--- src/rtl/hazard_unit_mc_if.sv ---
// Signal bundle between the pipeline datapath and the hazard unit.
// The pipeline drives stage indices and controls; the hazard unit returns stalls, flushes, forwards.
interface hazard_unit_mc_if #(
    parameter int unsigned REG_ADDR_W = 5
);
    logic [REG_ADDR_W-1:0] rs1_d;
    logic [REG_ADDR_W-1:0] rs2_d;
    logic [REG_ADDR_W-1:0] rs1_e;
    logic [REG_ADDR_W-1:0] rs2_e;
    logic [REG_ADDR_W-1:0] rd_e;
    logic [1:0]            result_src_e;
    logic [1:0]            md_op_e;
    logic                  pc_src_e;
    logic                  reg_write_m;
    logic [REG_ADDR_W-1:0] rd_m;
    logic                  mem_access_m;
    logic                  reg_write_w;
    logic [REG_ADDR_W-1:0] rd_w;

    logic                  stall_f;
    logic                  stall_d;
    logic                  stall_e;
    logic                  stall_m;
    logic                  flush_d;
    logic                  flush_e;
    logic                  flush_m;
    logic                  flush_w;
    logic [1:0]            forward_a_e;
    logic [1:0]            forward_b_e;
    logic                  md_busy;

    modport master (
        output rs1_d, rs2_d, rs1_e, rs2_e, rd_e, result_src_e, md_op_e, pc_src_e,
               reg_write_m, rd_m, mem_access_m, reg_write_w, rd_w,
        input  stall_f, stall_d, stall_e, stall_m, flush_d, flush_e, flush_m, flush_w,
               forward_a_e, forward_b_e, md_busy
    );

    modport slave (
        input  rs1_d, rs2_d, rs1_e, rs2_e, rd_e, result_src_e, md_op_e, pc_src_e,
               reg_write_m, rd_m, mem_access_m, reg_write_w, rd_w,
        output stall_f, stall_d, stall_e, stall_m, flush_d, flush_e, flush_m, flush_w,
               forward_a_e, forward_b_e, md_busy
    );
endinterface

--- src/rtl/hazard_unit_mc.sv ---
// Hazard unit for a 5-stage RV32IM pipeline: forwarding, load-use, branch flush,
// plus sequencing for a multi-cycle MUL/DIV unit in EX and a wait-stated data memory in MEM.
module hazard_unit_mc #(
    parameter int unsigned REG_ADDR_W = 5,
    parameter int unsigned MUL_CYCLES = 1,
    parameter int unsigned DIV_CYCLES = 32,
    parameter int unsigned MEM_WAIT   = 0
) (
    input  logic            clk,
    input  logic            rst_n,
    hazard_unit_mc_if.slave hz
);

    localparam logic [REG_ADDR_W-1:0] RegZero  = '0;
    localparam logic [7:0]            MulN     = 8'(MUL_CYCLES);
    localparam logic [7:0]            DivN     = 8'(DIV_CYCLES);
    localparam logic [7:0]            MemLoad  = 8'(MEM_WAIT - 1);
    localparam logic                  MemWaitEn = (MEM_WAIT != 0);

    typedef enum logic [0:0] {MemIdle, MemWait} mem_state_e;
    typedef enum logic [1:0] {MdIdle, MdBusy, MdDone} md_state_e;

    mem_state_e mem_state_q, mem_state_d;
    md_state_e  md_state_q, md_state_d;
    logic [7:0] mem_cnt_q, mem_cnt_d;
    logic [7:0] md_cnt_q, md_cnt_d;

    logic [7:0] md_n;
    logic       md_start;
    logic       mem_stall;
    logic       md_stall;
    logic       stall_e;
    logic       lu;

    function automatic logic [1:0] fwd_sel(
        input logic [REG_ADDR_W-1:0] rs,
        input logic                  wr_m,
        input logic [REG_ADDR_W-1:0] rd_m,
        input logic                  wr_w,
        input logic [REG_ADDR_W-1:0] rd_w
    );
        if (rs == RegZero)             return 2'b00;
        if (wr_m && (rs == rd_m))      return 2'b10;
        if (wr_w && (rs == rd_w))      return 2'b01;
        return 2'b00;
    endfunction

    assign md_n     = (hz.md_op_e == 2'b01) ? MulN : DivN;
    assign md_start = (hz.md_op_e != 2'b00) && (md_n > 8'd1);

    always_ff @(posedge clk) begin
        if (!rst_n) begin
            mem_state_q <= MemIdle;
            mem_cnt_q   <= 8'd0;
            md_state_q  <= MdIdle;
            md_cnt_q    <= 8'd0;
        end else begin
            mem_state_q <= mem_state_d;
            mem_cnt_q   <= mem_cnt_d;
            md_state_q  <= md_state_d;
            md_cnt_q    <= md_cnt_d;
        end
    end

    always_comb begin
        mem_state_d = mem_state_q;
        mem_cnt_d   = mem_cnt_q;
        unique case (mem_state_q)
            MemIdle: begin
                if (hz.mem_access_m && MemWaitEn) begin
                    mem_state_d = MemWait;
                    mem_cnt_d   = MemLoad;
                end
            end
            MemWait: begin
                if (mem_cnt_q != 8'd0) mem_cnt_d   = mem_cnt_q - 8'd1;
                else                   mem_state_d = MemIdle;
            end
            default: mem_state_d = MemIdle;
        endcase

        md_state_d = md_state_q;
        md_cnt_d   = md_cnt_q;
        unique case (md_state_q)
            MdIdle: begin
                if (md_start) begin
                    md_state_d = MdBusy;
                    md_cnt_d   = md_n - 8'd2;
                end
            end
            // The counter runs even under a memory hold; a finished but held op parks in DONE.
            MdBusy: begin
                if (md_cnt_q != 8'd0) md_cnt_d   = md_cnt_q - 8'd1;
                else                  md_state_d = stall_e ? MdDone : MdIdle;
            end
            MdDone: begin
                if (!stall_e) md_state_d = MdIdle;
            end
            default: md_state_d = MdIdle;
        endcase
    end

    always_comb begin
        mem_stall = 1'b0;
        unique case (mem_state_q)
            MemIdle: mem_stall = hz.mem_access_m && MemWaitEn;
            MemWait: mem_stall = (mem_cnt_q != 8'd0);
            default: mem_stall = 1'b0;
        endcase

        md_stall = 1'b0;
        unique case (md_state_q)
            MdIdle:  md_stall = md_start;
            MdBusy:  md_stall = (md_cnt_q != 8'd0);
            MdDone:  md_stall = 1'b0;
            default: md_stall = 1'b0;
        endcase

        stall_e = mem_stall | md_stall;
        lu      = (hz.result_src_e == 2'b01) && (hz.rd_e != RegZero) &&
                  ((hz.rs1_d == hz.rd_e) || (hz.rs2_d == hz.rd_e));

        // Everything is forced quiet while reset is held.
        hz.stall_m     = rst_n & mem_stall;
        hz.flush_w     = rst_n & mem_stall;
        hz.stall_e     = rst_n & stall_e;
        hz.flush_m     = rst_n & md_stall & ~mem_stall;
        hz.stall_d     = rst_n & (stall_e | lu);
        hz.stall_f     = rst_n & (stall_e | lu);
        hz.flush_e     = rst_n & (lu | hz.pc_src_e) & ~stall_e;
        hz.flush_d     = rst_n & hz.pc_src_e & ~stall_e;
        hz.md_busy     = rst_n & (md_state_q != MdIdle);
        hz.forward_a_e = 2'b00;
        hz.forward_b_e = 2'b00;
        if (rst_n) begin
            hz.forward_a_e = fwd_sel(hz.rs1_e, hz.reg_write_m, hz.rd_m, hz.reg_write_w, hz.rd_w);
            hz.forward_b_e = fwd_sel(hz.rs2_e, hz.reg_write_m, hz.rd_m, hz.reg_write_w, hz.rd_w);
        end
    end

endmodule

--- src/flat_wrapper.sv ---
// flat-port wrapper written by rule: the top's interface ports become plain ports
module hazard_unit_mc_flat 
#(
    parameter int unsigned REG_ADDR_W = 5,
    parameter int unsigned MUL_CYCLES = 1,
    parameter int unsigned DIV_CYCLES = 32,
    parameter int unsigned MEM_WAIT   = 0
)
  (clk, rst_n, hz_rs1_d, hz_rs2_d, hz_rs1_e, hz_rs2_e, hz_rd_e, hz_result_src_e, hz_md_op_e, hz_pc_src_e, hz_reg_write_m, hz_rd_m, hz_mem_access_m, hz_reg_write_w, hz_rd_w, hz_stall_f, hz_stall_d, hz_stall_e, hz_stall_m, hz_flush_d, hz_flush_e, hz_flush_m, hz_flush_w, hz_forward_a_e, hz_forward_b_e, hz_md_busy);
  hazard_unit_mc_if #(.REG_ADDR_W(REG_ADDR_W)) hz_i ();
  input  logic clk;
  input  logic rst_n;
  input wire logic [$bits(hz_i.rs1_d)-1:0] hz_rs1_d;
  input wire logic [$bits(hz_i.rs2_d)-1:0] hz_rs2_d;
  input wire logic [$bits(hz_i.rs1_e)-1:0] hz_rs1_e;
  input wire logic [$bits(hz_i.rs2_e)-1:0] hz_rs2_e;
  input wire logic [$bits(hz_i.rd_e)-1:0] hz_rd_e;
  input wire logic [$bits(hz_i.result_src_e)-1:0] hz_result_src_e;
  input wire logic [$bits(hz_i.md_op_e)-1:0] hz_md_op_e;
  input wire logic [$bits(hz_i.pc_src_e)-1:0] hz_pc_src_e;
  input wire logic [$bits(hz_i.reg_write_m)-1:0] hz_reg_write_m;
  input wire logic [$bits(hz_i.rd_m)-1:0] hz_rd_m;
  input wire logic [$bits(hz_i.mem_access_m)-1:0] hz_mem_access_m;
  input wire logic [$bits(hz_i.reg_write_w)-1:0] hz_reg_write_w;
  input wire logic [$bits(hz_i.rd_w)-1:0] hz_rd_w;
  output wire logic [$bits(hz_i.stall_f)-1:0] hz_stall_f;
  output wire logic [$bits(hz_i.stall_d)-1:0] hz_stall_d;
  output wire logic [$bits(hz_i.stall_e)-1:0] hz_stall_e;
  output wire logic [$bits(hz_i.stall_m)-1:0] hz_stall_m;
  output wire logic [$bits(hz_i.flush_d)-1:0] hz_flush_d;
  output wire logic [$bits(hz_i.flush_e)-1:0] hz_flush_e;
  output wire logic [$bits(hz_i.flush_m)-1:0] hz_flush_m;
  output wire logic [$bits(hz_i.flush_w)-1:0] hz_flush_w;
  output wire logic [$bits(hz_i.forward_a_e)-1:0] hz_forward_a_e;
  output wire logic [$bits(hz_i.forward_b_e)-1:0] hz_forward_b_e;
  output wire logic [$bits(hz_i.md_busy)-1:0] hz_md_busy;
  assign hz_i.rs1_d = hz_rs1_d;
  assign hz_i.rs2_d = hz_rs2_d;
  assign hz_i.rs1_e = hz_rs1_e;
  assign hz_i.rs2_e = hz_rs2_e;
  assign hz_i.rd_e = hz_rd_e;
  assign hz_i.result_src_e = hz_result_src_e;
  assign hz_i.md_op_e = hz_md_op_e;
  assign hz_i.pc_src_e = hz_pc_src_e;
  assign hz_i.reg_write_m = hz_reg_write_m;
  assign hz_i.rd_m = hz_rd_m;
  assign hz_i.mem_access_m = hz_mem_access_m;
  assign hz_i.reg_write_w = hz_reg_write_w;
  assign hz_i.rd_w = hz_rd_w;
  assign hz_stall_f = hz_i.stall_f;
  assign hz_stall_d = hz_i.stall_d;
  assign hz_stall_e = hz_i.stall_e;
  assign hz_stall_m = hz_i.stall_m;
  assign hz_flush_d = hz_i.flush_d;
  assign hz_flush_e = hz_i.flush_e;
  assign hz_flush_m = hz_i.flush_m;
  assign hz_flush_w = hz_i.flush_w;
  assign hz_forward_a_e = hz_i.forward_a_e;
  assign hz_forward_b_e = hz_i.forward_b_e;
  assign hz_md_busy = hz_i.md_busy;
  hazard_unit_mc #(.REG_ADDR_W(REG_ADDR_W), .MUL_CYCLES(MUL_CYCLES), .DIV_CYCLES(DIV_CYCLES), .MEM_WAIT(MEM_WAIT)) u_core (.clk(clk), .rst_n(rst_n), .hz(hz_i));
endmodule
--- config.mk ---
export PLATFORM = sky130hd
export DESIGN_NAME = hazard_unit_mc_flat
export DESIGN_NICKNAME = d
export VERILOG_FILES = /design/src/rtl/hazard_unit_mc_if.sv /design/src/rtl/hazard_unit_mc.sv /design/src/flat_wrapper.sv
export SDC_FILE = /design/constraint.sdc
export NUM_CORES = 1
export LEC_CHECK = 0
export ABC_AREA = 1
export CAP_MARGIN = 5
export CORE_UTILIZATION = 42
export CTS_CLUSTER_SIZE = 10
export DETAILED_ROUTE_END_ITERATION = 8
export PLACE_DENSITY = 0.81
export REMOVE_ABC_BUFFERS = 1
export SYNTH_ARGS = -nofsm -noshare
export SYNTH_HDL_FRONTEND = slang
export SYNTH_SLANG_ARGS = --single-unit
--- constraint.sdc ---
create_clock -name clk -period 1.7 [get_ports clk]
set_clock_uncertainty 0.15 [all_clocks]
set_input_delay 0.425 -clock clk [delete_from_list [all_inputs] [get_ports clk]]
set_output_delay 0.425 -clock clk [all_outputs]
set_load 0.05 [all_outputs]
# After elaboration in Yosys (flattened, before gate mapping)
# Cells that the tools add are included.
# classes
addsub,3
order_cmp,1
n_eq_ne,14
n_mux,44
bitwise,16
reduce_logical,21
# op_table
cell,n
$mux W2,18
$eq A5 B5 Y1,6
$mux W1,19
$mux W8,2
$pmux W8 S2,1
$reduce_bool A8 Y1,2
$sub A8 B1 Y8 const B,2
$and A1 B1 Y1,10
$logic_not A5 Y1,2
$gt A8 B1 Y1 const B,1
$sub A8 B2 Y8 const B,1
$logic_and A1 B1 Y1,7
$eq A2 B1 Y1 const B,3
$mux W6,1
$pmux W2 S3,1
$reduce_and A3 Y1,2
$reduce_bool A2 Y1,3
$reduce_bool A5 Y1,1
$ne A2 B1 Y1 const B,2
$ne A2 B2 Y1 const B,2
$pmux W1 S2,2
$reduce_and A2 Y1,2
$not A1 Y1,3
$or A1 B1 Y1,3
3 further kinds,3
# totals
register_bits,19
in_bits,45
out_inout_bits,13
word_cells,103

# Longest topological paths before layout
# Gate-level depths: netlist of run 1.
# depth
depth_word,12
mapped_depth,9
ltp_nobuf,9

# Worst setup path after synthesis of run 1
# OpenSTA, ideal clock, no wires.
# synth_path
path_kind,register to output
from,reg u_core.mem_cnt_q[0]
to,out hz_stall_f
t_arrival_ps,2462
required_time_ps,1125
path_slack_ps,-1337
stages_incl_launch_ff,9
n_path_buf,1
cell_sequence,dfxtp_1 inv_1 ha_1 nand3_2 nor2_4 nor2_8 a21oi_2 o21ai_0 buf_4
# synth_between
elab_chain_cells,5
# synth_lines
element,line,source
"start, declared",hazard_unit_mc.sv:25,"logic [7:0] mem_cnt_q, mem_cnt_d;"
"start signal, assigned",hazard_unit_mc.sv:59,mem_cnt_q <= mem_cnt_d;
$reduce_bool A8 Y1,hazard_unit_mc.sv:107,MemWait: mem_stall = (mem_cnt_q != 8'd0);
$pmux W1 S2,hazard_unit_mc.sv:105,unique case (mem_state_q)
$or A1 B1 Y1,hazard_unit_mc.sv:119,stall_e = mem_stall | md_stall;
$or A1 B1 Y1,n/a,
$and A1 B1 Y1,n/a,
"end, declared",flat_wrapper.sv:26,output wire logic [$bits(hz_i.stall_f)-1:0] hz_stall_f;
# Every way passes these cells.

# Worst setup path in the final report of run 1
# layout_path
from,reg u_core.md_cnt_q[1]
to,out hz_stall_f
# layout_between
elab_chain_cells,5
# layout_lines
element,line,source
"start, declared",hazard_unit_mc.sv:26,"logic [7:0] md_cnt_q, md_cnt_d;"
"start signal, assigned",hazard_unit_mc.sv:61,md_cnt_q <= md_cnt_d;
$reduce_bool A8 Y1,hazard_unit_mc.sv:114,MdBusy: md_stall = (md_cnt_q != 8'd0);
$pmux W1 S2,hazard_unit_mc.sv:112,unique case (md_state_q)
$or A1 B1 Y1,hazard_unit_mc.sv:119,
$or A1 B1 Y1,hazard_unit_mc.sv:129,hz.stall_f = rst_n & (stall_e | lu);
$and A1 B1 Y1,hazard_unit_mc.sv:129,
# Every way passes these cells.

==> metrics, run 1 <==
worst r2r src=u_core.md_cnt_q[1]; CP startpoint kind=register; initial antenna violation count=0; count leader, synth=nand2_1; Yosys reg bits=19; Antenna Nets Post-Route=0; Worst setup EP type=output pin; first-pass GRT wire length=10,200 um; DIE HEIGHT=65.9 um; top-level I/O count=between 50 and 60; Worst-Margin Slew=around 340 ps; diodes inserted=0; Main synth FF type=dfxtp_1; mean post-synth cell area=5.90 um2; VDD IR max=between 0.6 and 0.7 mV; clock buffer depth=2; Arr. time, crit path=1630 ps; drc violations=0; row count=22; r2r setup slk=0 ps; top cell type's share of synthesized area=~22%; multi-input logic area=1410 um2; post-synth top area cell=dfxtp_1; Mapped Area=around 1700 um2; post-route setup slack=-507 ps; DRT Pass-1 Iters=5; fmax=453 MHz; drt total wl=7350 um; static leakage=about 1.6 nW; reg2reg end=u_core.md_state_q[1]; Worst-path clk slew=about 80 ps; Setup Total Neg Slack=-4450 ps; R2R depth=11; largest net degree at the start of global routing=12; GP Congestion=roughly 0.9; crit-path cells=inv_2 -> ha_4 -> nand3_4 -> nor2_4 -> nand2_4 -> a21oi_4 -> o21ai_1 -> buf_4 -> buf_12; Switching Power=just under 0.0008 W; Power, Total=0.00191 W; share of layout cells above drive strength 1=roughly 45%; Inserted Clock Buffers=3; Seq pwr share=26.8%; switch share=41.1%; total die area=roughly 4300 um2; Core Box Area=roughly 3800 um2; # Max-Cap Violations=0; sequential cell area=384 um2; Nets=449; post-synth cell types=30; max_slew headroom=77.0%; worst path buffer plus inverter count=3; slowest CP cell=dfxtp_2; Post-Synthesis Cells=a little under 300; dpl ws=-684 ps; H-tree depth=1; Worst path depth=9; Finish-stage setup viols=14; status=finished, violations left; gr usage total=30.0%; Synth area leaders=dfxtp_1 22%, nand2_1 17%, inv_1 11%; hpwl dp=approximately 4000 um; crit-path max cell delay=between 300 and 400 ps; crit path capture=hz_stall_f; sequential fraction of the synthesis area=between 20 and 25%; clock share of power=between 10% and 20%; Port-buffer cells=55; Tmin final=between 2000 and 2500 ps; Crit path max-delay family=buffers and inverters; Critical Path RT=about 1100 ps; Crit Path Max Fanout=3; Initial Util=a little under half; Via-to-Cell Ratio=about 5.5; worst hold-check path type=register to register; Util after Layout=85.5%; Overflow after GRT=0; failing checks=negative setup slack; CP startpoint=u_core.md_cnt_q[1]; Synth Warn #=0; Post-synth EDFFs=0; clk_lat worst skew=~260 ps; unrepaired setup endpoints after global routing=true; Final period util=130%; internal power=~0.0011 W; Via Count=2,467; Layout fillers=between 200 and 250; number of DRC markers in iteration 0=roughly 140; root buffer cell=clkbuf_8; Final Hold Viols=0; CTS tree=done; ys async rst share=0%; power per cell area=589 nW/um2; Routed WL per cell=between 15 and 20 um; combinational cell fraction of total power=a little under three fifths; Post-synth top cells=77 x nand2_1, 49 x inv_1, 40 x nor2_1; Area growth, synth to finish=89.1%; CTS sink cnt=19; crit path kind=register to output pin; chip width=approximately 66 um; vias in the first global route=around 2,400; Max Slew Vio Count=0
metal layers:
| layer | track usage [%] | vias up | share of wire [%] |
|---|---|---|---|
| li1 | - | 1132 | - |
| met4 | 10.9 | 0 | 6.1 |
| met3 | 6.03 | 45 | 7.4 |
| met5 | 0 | - | 0 |
| met2 | 60.6 | 155 | 53 |
| met1 | 29.1 | 1135 | 34 |
power groups by stage:
stage	sequential [W]	clock, W	combinational [W]
2_1_floorplan	0.000519	0	0.000416
3_3_place_gp	0.000512	0	0.000803
3_5_place_dp	0.000514	0	0.000824
4_1_cts	0.000506	0.000331	0.000924
5_1_grt	0.000515	0.000358	0.00112
6_report	0.000512	0.000337	0.00106
timing repair:
action	4_1_cts	5_1_grt
cloned	0	0
hold buffers	0	0
setup buffers	11	2
pin swaps	49	20
endpoints found under the setup margin	20	21
resized for setup	209	45
cell usage in the layout (no fill, tap or decap), types with 3 or more instances in the layout:
cell,instances
a21oi_1,12
a21oi_2,3
buf_12,13
buf_2,4
buf_4,49
buf_6,18
buf_8,6
clkbuf_8,3
clkdlybuf4s50_1,4
dfxtp_1,16
dfxtp_2,3
dlygate4sd2_1,13
inv_1,28
inv_2,14
inv_4,7
nand2_1,70
nand2_2,6
nand2_4,5
nand3_1,17
nand4_1,8
nor2_1,26
nor2_2,9
nor2_4,9
nor3_2,5
o21ai_0,3
o21ai_1,7
o22ai_1,4
xnor2_1,5
xor2_1,3
stage by stage:
step / hold slack (ps) / cells / cell area (um2)
3_3_place_gp: 301 / 430 / 2730
3_5_place_dp: 311 / 430 / 2730
6_report: 329 / 447 / 3250
2_1_floorplan: 295 / 286 / 1680
4_1_cts: 323 / 445 / 3080
5_1_grt: 358 / 447 / 3250
worst min-delay path, stage by stage (launching register included):
cell	delay (ps)
dfxtp_1	320
nand2_1	60
a21oi_1	60
flip-flops by register name, indices dropped and copies added (netlist names):
signal and flops:
u_core.mem_state_q 1, u_core.mem_cnt_q 8, u_core.md_state_q 2, u_core.md_cnt_q 8
worst min-delay path by stage:
stage	from	endpoint	slack, ps	depth (start not counted)
2_1_floorplan	u_core.mem_cnt_q[6]	u_core.mem_cnt_q[6]	290	2
3_3_place_gp	u_core.mem_cnt_q[6]	u_core.mem_cnt_q[6]	300	2
3_5_place_dp	u_core.mem_cnt_q[6]	u_core.mem_cnt_q[6]	310	2
4_1_cts	u_core.mem_cnt_q[6]	u_core.mem_cnt_q[6]	320	2
5_1_grt	u_core.mem_cnt_q[6]	u_core.mem_cnt_q[6]	360	2
6_report	u_core.mem_cnt_q[6]	u_core.mem_cnt_q[6]	330	2
area by class of cell:
cell class	count	area share, %
Sequential cell	19	11.8
Inverter	52	6.97
Tap cell	48	1.85
Timing Repair Buffer	109	34.5
Clock inverter	1	0.154
Clock buffer	3	1.27
Multi-Input combinational cell	215	43.4
cells by family after synthesis:
group           Yosys count  share of synthesized area (%)
simple gates            163                           43.0
compound gates           36                           12.5
flops                    19                           22.2
xor+xnor                 12                           6.12
fa+ha+maj                 4                           2.92
buf+inv                  57                           13.3
Power figures use the tool's default switching activity.
==> run 2, diff against run 1 <==
Settings changed: CORE_MARGIN set to 4, TNS_END_PERCENT set to 1.
==> metrics, run 2 (synthesis gave the netlist of run 1 again) <==
status=finished, violations left; failing checks=negative setup slack; slowest CP cell=clkdlybuf4s50_1; Initial Util=45.2% (unchanged); reg2reg end=u_core.md_cnt_q[2]; vias in the first global route=2,124 (-12%); clk_lat worst skew=260 ps (about the same); hpwl dp=4080 um (+2.5%); crit path kind=primary input to output pin; Area growth, synth to finish=70.8%; Port-buffer cells=55 (unchanged); chip width=71.9 um (+9.1%); routed length on met1=2060 um (-16%); Final Non-Filler Cells=438 (-2.0%); max_slew headroom=77.7% (+0.73 points); root buffer cell=clkbuf_8; Antenna Nets Post-Route=0 (unchanged); Worst-path clk slew=80 ps (about the same); row count=22 (unchanged); Worst-Margin Slew=333 ps (-10.9 ps); worst hold-check path type=register to register; Setup Total Neg Slack=-5070 ps (-626 ps); fmax=453 MHz (about the same); hold endpoint=u_core.mem_cnt_q[6]; commonest cells after routing, fill and taps aside=72 x nand2_1, 44 x buf_4, 38 x inv_1; Regs by FF count=u_core.md_cnt_q: 8 flops, u_core.mem_cnt_q: 8 flops, u_core.md_state_q: 2 flops; Crit Path Max Fanout=3 (unchanged); Crit path max-delay family=buffers and inverters; static leakage=1.49 nW (-7.3%); routed wl met2=2670 um (-32%); unrepaired setup endpoints after global routing=true; Critical Path RT=1120 ps (about the same); largest net degree at the start of global routing=12 (unchanged); crit-path max cell delay=490 ps (+150 ps); CTS sink cnt=19 (unchanged); gr usage total=20.2% (-9.8 points); Worst setup EP type=output pin; share of layout cells above drive strength 1=32.3% (-12 points); Util after Layout=77.2% (-8.3 points); min-delay src=u_core.mem_cnt_q[6]; initial antenna violation count=0 (unchanged); drt total wl=5020 um (-32%); number of DRC markers in iteration 0=100 (-31%); metal3 WL=283 um (-48%); Final period util=130% (about the same); worst path buffer plus inverter count=2 (-1); crit-path cells=clkdlybuf4s50_1 -> nand2_1 -> nand2_2 -> a21oi_4 -> o21ai_2 -> buf_12; Max Slew Vio Count=0 (unchanged); GP Congestion=0.935 (+6.4%); R2R depth=9 (-2); r2r setup slk=50 ps (+50 ps); Finish-stage setup viols=13 (-1); total die area=5170 um2 (+19%); CP startpoint kind=primary input; worst r2r src=u_core.md_cnt_q[0]; drc violations=0 (unchanged); Arr. time, crit path=1630 ps (about the same); Min-Delay Path Depth=2 (unchanged); Inserted Clock Buffers=3 (unchanged); Tmin final=2210 ps (-1.18 ps); Routed WL per cell=11.5 um (-30%); first-pass GRT wire length=8760 um (-14%); H-tree depth=1 (unchanged); Via-to-Cell Ratio=4.85 (-12%); top-level I/O count=58 (unchanged); Placed Instances=433 (+0.70%); Overflow after GRT=0 (unchanged); DRT Pass-1 Iters=4 (-1); Final Hold Viols=0 (unchanged); VDD IR max=0.736 mV (+16%); Core Box Area=3800 um2 (unchanged); Top Layer Used=met4; most common cell after layout, fill and taps aside=nand2_1; diodes inserted=0 (unchanged); Via Count=2,124 (-14%); DIE HEIGHT=71.9 um (+9.1%); power per cell area=588 nW/um2 (-0.17%); Nets=440 (-2.0%); # Max-Cap Violations=0 (unchanged); clock buffer depth=2 (unchanged); post-route setup slack=-506 ps (+1.18 ps); CTS tree=done
-- run 2: cell count changes in the layout (fill, tap and decap cells not counted), moves of 4 or more --
cell,before,now
inv_1,28,38
buf_8,6,0
nor2_1,26,33
buf_2,4,0
clkdlybuf4s15_2,0,4
inv_4,7,0
nor2_4,9,5
dlygate4sd2_1,13,25
clkdlybuf4s15_1,0,5
buf_4,49,44
buf_6,18,1
-- run 2: worst min-delay path: cells and delay by family (launching register included) --
family,cells,cell delay (ps)
DFF,1,330
AOI/OAI and AO/OA,1,60
and+or+nand+nor,1,70
-- run 2: how the worst max path moves through the flow --
stage | start | endpoint | slack (ps) | cells after the start
after global routing | u_core.md_cnt_q[1] | hz_flush_e | -570 | 9
final | hz_md_op_e[1] | hz_stall_f | -510 | 6
after floorplan | u_core.mem_cnt_q[0] | hz_stall_d | -1920 | 7
after detailed placement | hz_rs1_e[3] | hz_forward_a_e[1] | -720 | 7
after global placement | hz_rs1_e[3] | hz_forward_a_e[1] | -650 | 7
after CTS | u_core.md_cnt_q[1] | hz_stall_f | -510 | 9
-- run 2: report_power, final --
part	leakage (nW)	switching [W]	total (W)	internal (W)
logic	1.31	0.000477	0.000897	0.000420
clock network	0.0255	0.000157	0.000320	0.000163
registers	0.156	0.0000257	0.000509	0.000483
total	1.49	0.000659	0.00173	0.00107
-- run 2: area by class of cell --
cell class,count,area [um2]
clock buffers,3,41.3
clock inverters,1,5.00
flip-flops and latches,19,384
well taps,48,60.1
fillers,296,866
inverters,52,195
repair buffers,100,986
multi-input cells,215,1260
-- run 2: repair_timing --
item / 4_1_cts / 5_1_grt
hold buffers: 0 / 0
gates resized for setup: 95 / 8
endpoints found under the setup margin: 21 / 20
setup buffers: 2 / 0
gates cloned: 0 / 0
pin swaps: 26 / 6
-- run 2: through the flow --
step,hold WS [ps],instance area [um2],power (W),worst slack (ps)
2_1_floorplan,295,1680,0.000935,-1920
3_3_place_gp,303,2750,0.00133,-654
3_5_place_dp,335,2750,0.00136,-717
4_1_cts,347,2930,0.00173,-512
5_1_grt,351,2930,0.00184,-570
6_report,347,2930,0.00173,-506
-- run 2: per-layer routing --
metal | vias to the layer above | track usage (%)
met5 | - | 0
li1 | 1114 | -
met3 | 2 | 4.29
met1 | 948 | 22.2
met4 | 0 | 2.30
met2 | 60 | 40.3
==> run 3, diff against run 2 <==
Settings changed: CORE_ASPECT_RATIO set to 0.5.
==> metrics, run 3 (synthesis gave the netlist of run 1 again) <==
status=finished, violations left; failing checks=negative setup slack; Antenna Nets Post-Route=0 (unchanged); root buffer cell=clkbuf_8; static leakage=1.48 nW (-0.75%); crit-path max cell delay=480 ps (about the same); initial antenna violation count=0 (unchanged); drt total wl=5860 um (+17%); drc violations=0 (unchanged); Overflow after GRT=0 (unchanged); share of layout cells above drive strength 1=28.8% (-3.6 points); Seq pwr share=29.5% (about the same); Inserted Clock Buffers=3 (unchanged); Initial Util=43.7% (-1.4 points); Worst-Margin Slew=331 ps (-2.36 ps); H-tree depth=1 (unchanged); row count=16 (-27%); hpwl dp=4410 um (+8.0%); number of DRC markers in iteration 0=97 (-3.0%); Area growth, synth to finish=68.4%; Arr. time, crit path=1690 ps (+60 ps); Max Slew Vio Count=0 (unchanged); chip width=98.4 um (+37%); DRT Pass-1 Iters=5 (+1); most used cell, CP=nand2_1; commonest cells after routing, fill and taps aside=73 x nand2_1, 39 x inv_1, 38 x buf_4; Routed WL per cell=13.3 um (+16%); DIE HEIGHT=53.2 um (-26%); Via-to-Cell Ratio=5.06 (+4.3%); Finish-stage setup viols=13 (unchanged); Critical Path RT=1120 ps (about the same); clock share of power=18.5% (about the same); CTS tree=done; largest net degree at the start of global routing=12 (unchanged); Placement Cell Area=2710 um2 (-1.6%); Via Count=2,226 (+4.8%); Regs by FF count=u_core.md_cnt_q: 8 flops, u_core.mem_cnt_q: 8 flops, u_core.md_state_q: 2 flops; switch share=39.3% (+1.1 points); Core Box Area=3920 um2 (+3.3%); post-route setup slack=-565 ps (-59.5 ps); Worst-path clk slew=80 ps (about the same); Final Hold Viols=0 (unchanged); Final period util=133% (+3.5 points); Layout fillers=299 (+1.0%); vias in the first global route=2,197 (+3.4%); Tmin final=2270 ps (+59.5 ps); worst hold-check path type=register to register; GP Congestion=0.894 (-4.4%); gr usage total=22.2% (+2.0 points); total die area=5240 um2 (+1.2%); clk_lat worst skew=260 ps (about the same); fin area=2890 um2 (-1.4%); post-cts hold buffer count=0 (unchanged); first-pass GRT wire length=9360 um (+6.9%); Final Non-Filler Cells=440 (+0.46%); slowest CP cell=clkdlybuf4s50_1; max_slew headroom=77.9% (+0.16 points); internal power=0.00107 W (+0.14%); most common cell after layout, fill and taps aside=nand2_1; clock buffer depth=2 (unchanged); CTS sink cnt=19 (unchanged); crit path kind=primary input to output pin; combinational cell fraction of total power=51.9% (about the same); Worst setup EP type=output pin; # Max-Cap Violations=0 (unchanged); VDD IR max=0.461 mV (-37%); unrepaired setup endpoints after global routing=true; Util after Layout=73.7% (-3.5 points); Port-buffer cells=55 (unchanged); CP startpoint kind=primary input; power per cell area=608 nW/um2 (+3.3%); crit-path cells=clkdlybuf4s50_1 -> xnor2_1 -> nand3_1 -> nand2_1 -> nand2_1 -> o21ai_1 -> buf_4 -> buf_12; Nets=436 (-0.91%); fmax=441 MHz (-2.6%); Placed Instances=432 (-0.23%); top-level I/O count=58 (unchanged); diodes inserted=0 (unchanged); Switching Power=0.000691 W (+4.7%); Crit Path Max Fanout=2 (-1)
run 3: cell count changes in the layout (fill, tap and decap cells not counted), moves of 3 or more:
cell	delta
buf_4	-6
dlygate4sd2_1	+6
clkdlybuf4s15_1	-4
clkdlybuf4s15_2	-3
nand2_2	-3
run 3: power by group through the flow:
stage                     clock network [W]  logic, W  registers (W)
final                              0.000326  0.000913       0.000519
after global routing               0.000365  0.000983       0.000521
after CTS                          0.000334  0.000863       0.000517
after detailed placement                  0  0.000826       0.000519
after global placement                    0  0.000797       0.000515
after floorplan                           0  0.000416       0.000519
run 3: what timing repair did:
item / CTS / global route
gates resized for setup: 80 / 8
endpoints found under the hold margin: 0 / 0
cloned: 0 / 0
pin swaps: 28 / 8
setup buffers: 2 / 2
endpoints found under the setup margin: 13 / 19
run 3: worst max-delay path, delay by kind of cell:
| kind | cells | cell delay (ps) |
|---|---|---|
| buffers and inverters | 3 | 770 |
| and+or+nand+nor | 3 | 270 |
| xor gates and xnor gates | 1 | 110 |
| AOI/OAI and AO/OA | 1 | 100 |
run 3: area by class of cell:
class | count | area (um2) | area share [%]
inverters | 52 | 198 | 6.84
repair buffers | 96 | 957 | 33.1
well taps | 54 | 67.6 | 2.34
flip-flops and latches | 19 | 385 | 13.3
clock buffers | 3 | 41.3 | 1.43
clock inverters | 1 | 5.00 | 0.173
multi-input cells | 215 | 1240 | 42.8
run 3: worst paths after layout:
kind | start | to | slack [ps] | depth (start not counted)
max | hz_rs1_d[2] | hz_stall_d | -570 | 8
min | u_core.mem_cnt_q[6] | u_core.mem_cnt_q[6] | 330 | 2
max reg2reg | u_core.md_cnt_q[1] | u_core.md_cnt_q[4] | 100 | 8
min reg2reg | u_core.mem_cnt_q[6] | u_core.mem_cnt_q[6] | 330 | 2
run 3: layer usage:
layer  track usage [%]  routed length, um
met3              3.16                244
met5                 0                  0
met4              5.44                102
met1              23.2               2250
met2              47.7               3270
run 3: metrics by stage:
step	TNS [ps]	hold WS (ps)	power (W)	setup WS, ps
CTS	-5430	333	0.00171	-510
floorplan	-8260	295	0.000935	-1920
detailed placement	-8490	321	0.00134	-735
global route	-6700	372	0.00187	-610
finish	-5720	331	0.00176	-565
global placement	-7810	301	0.00131	-638
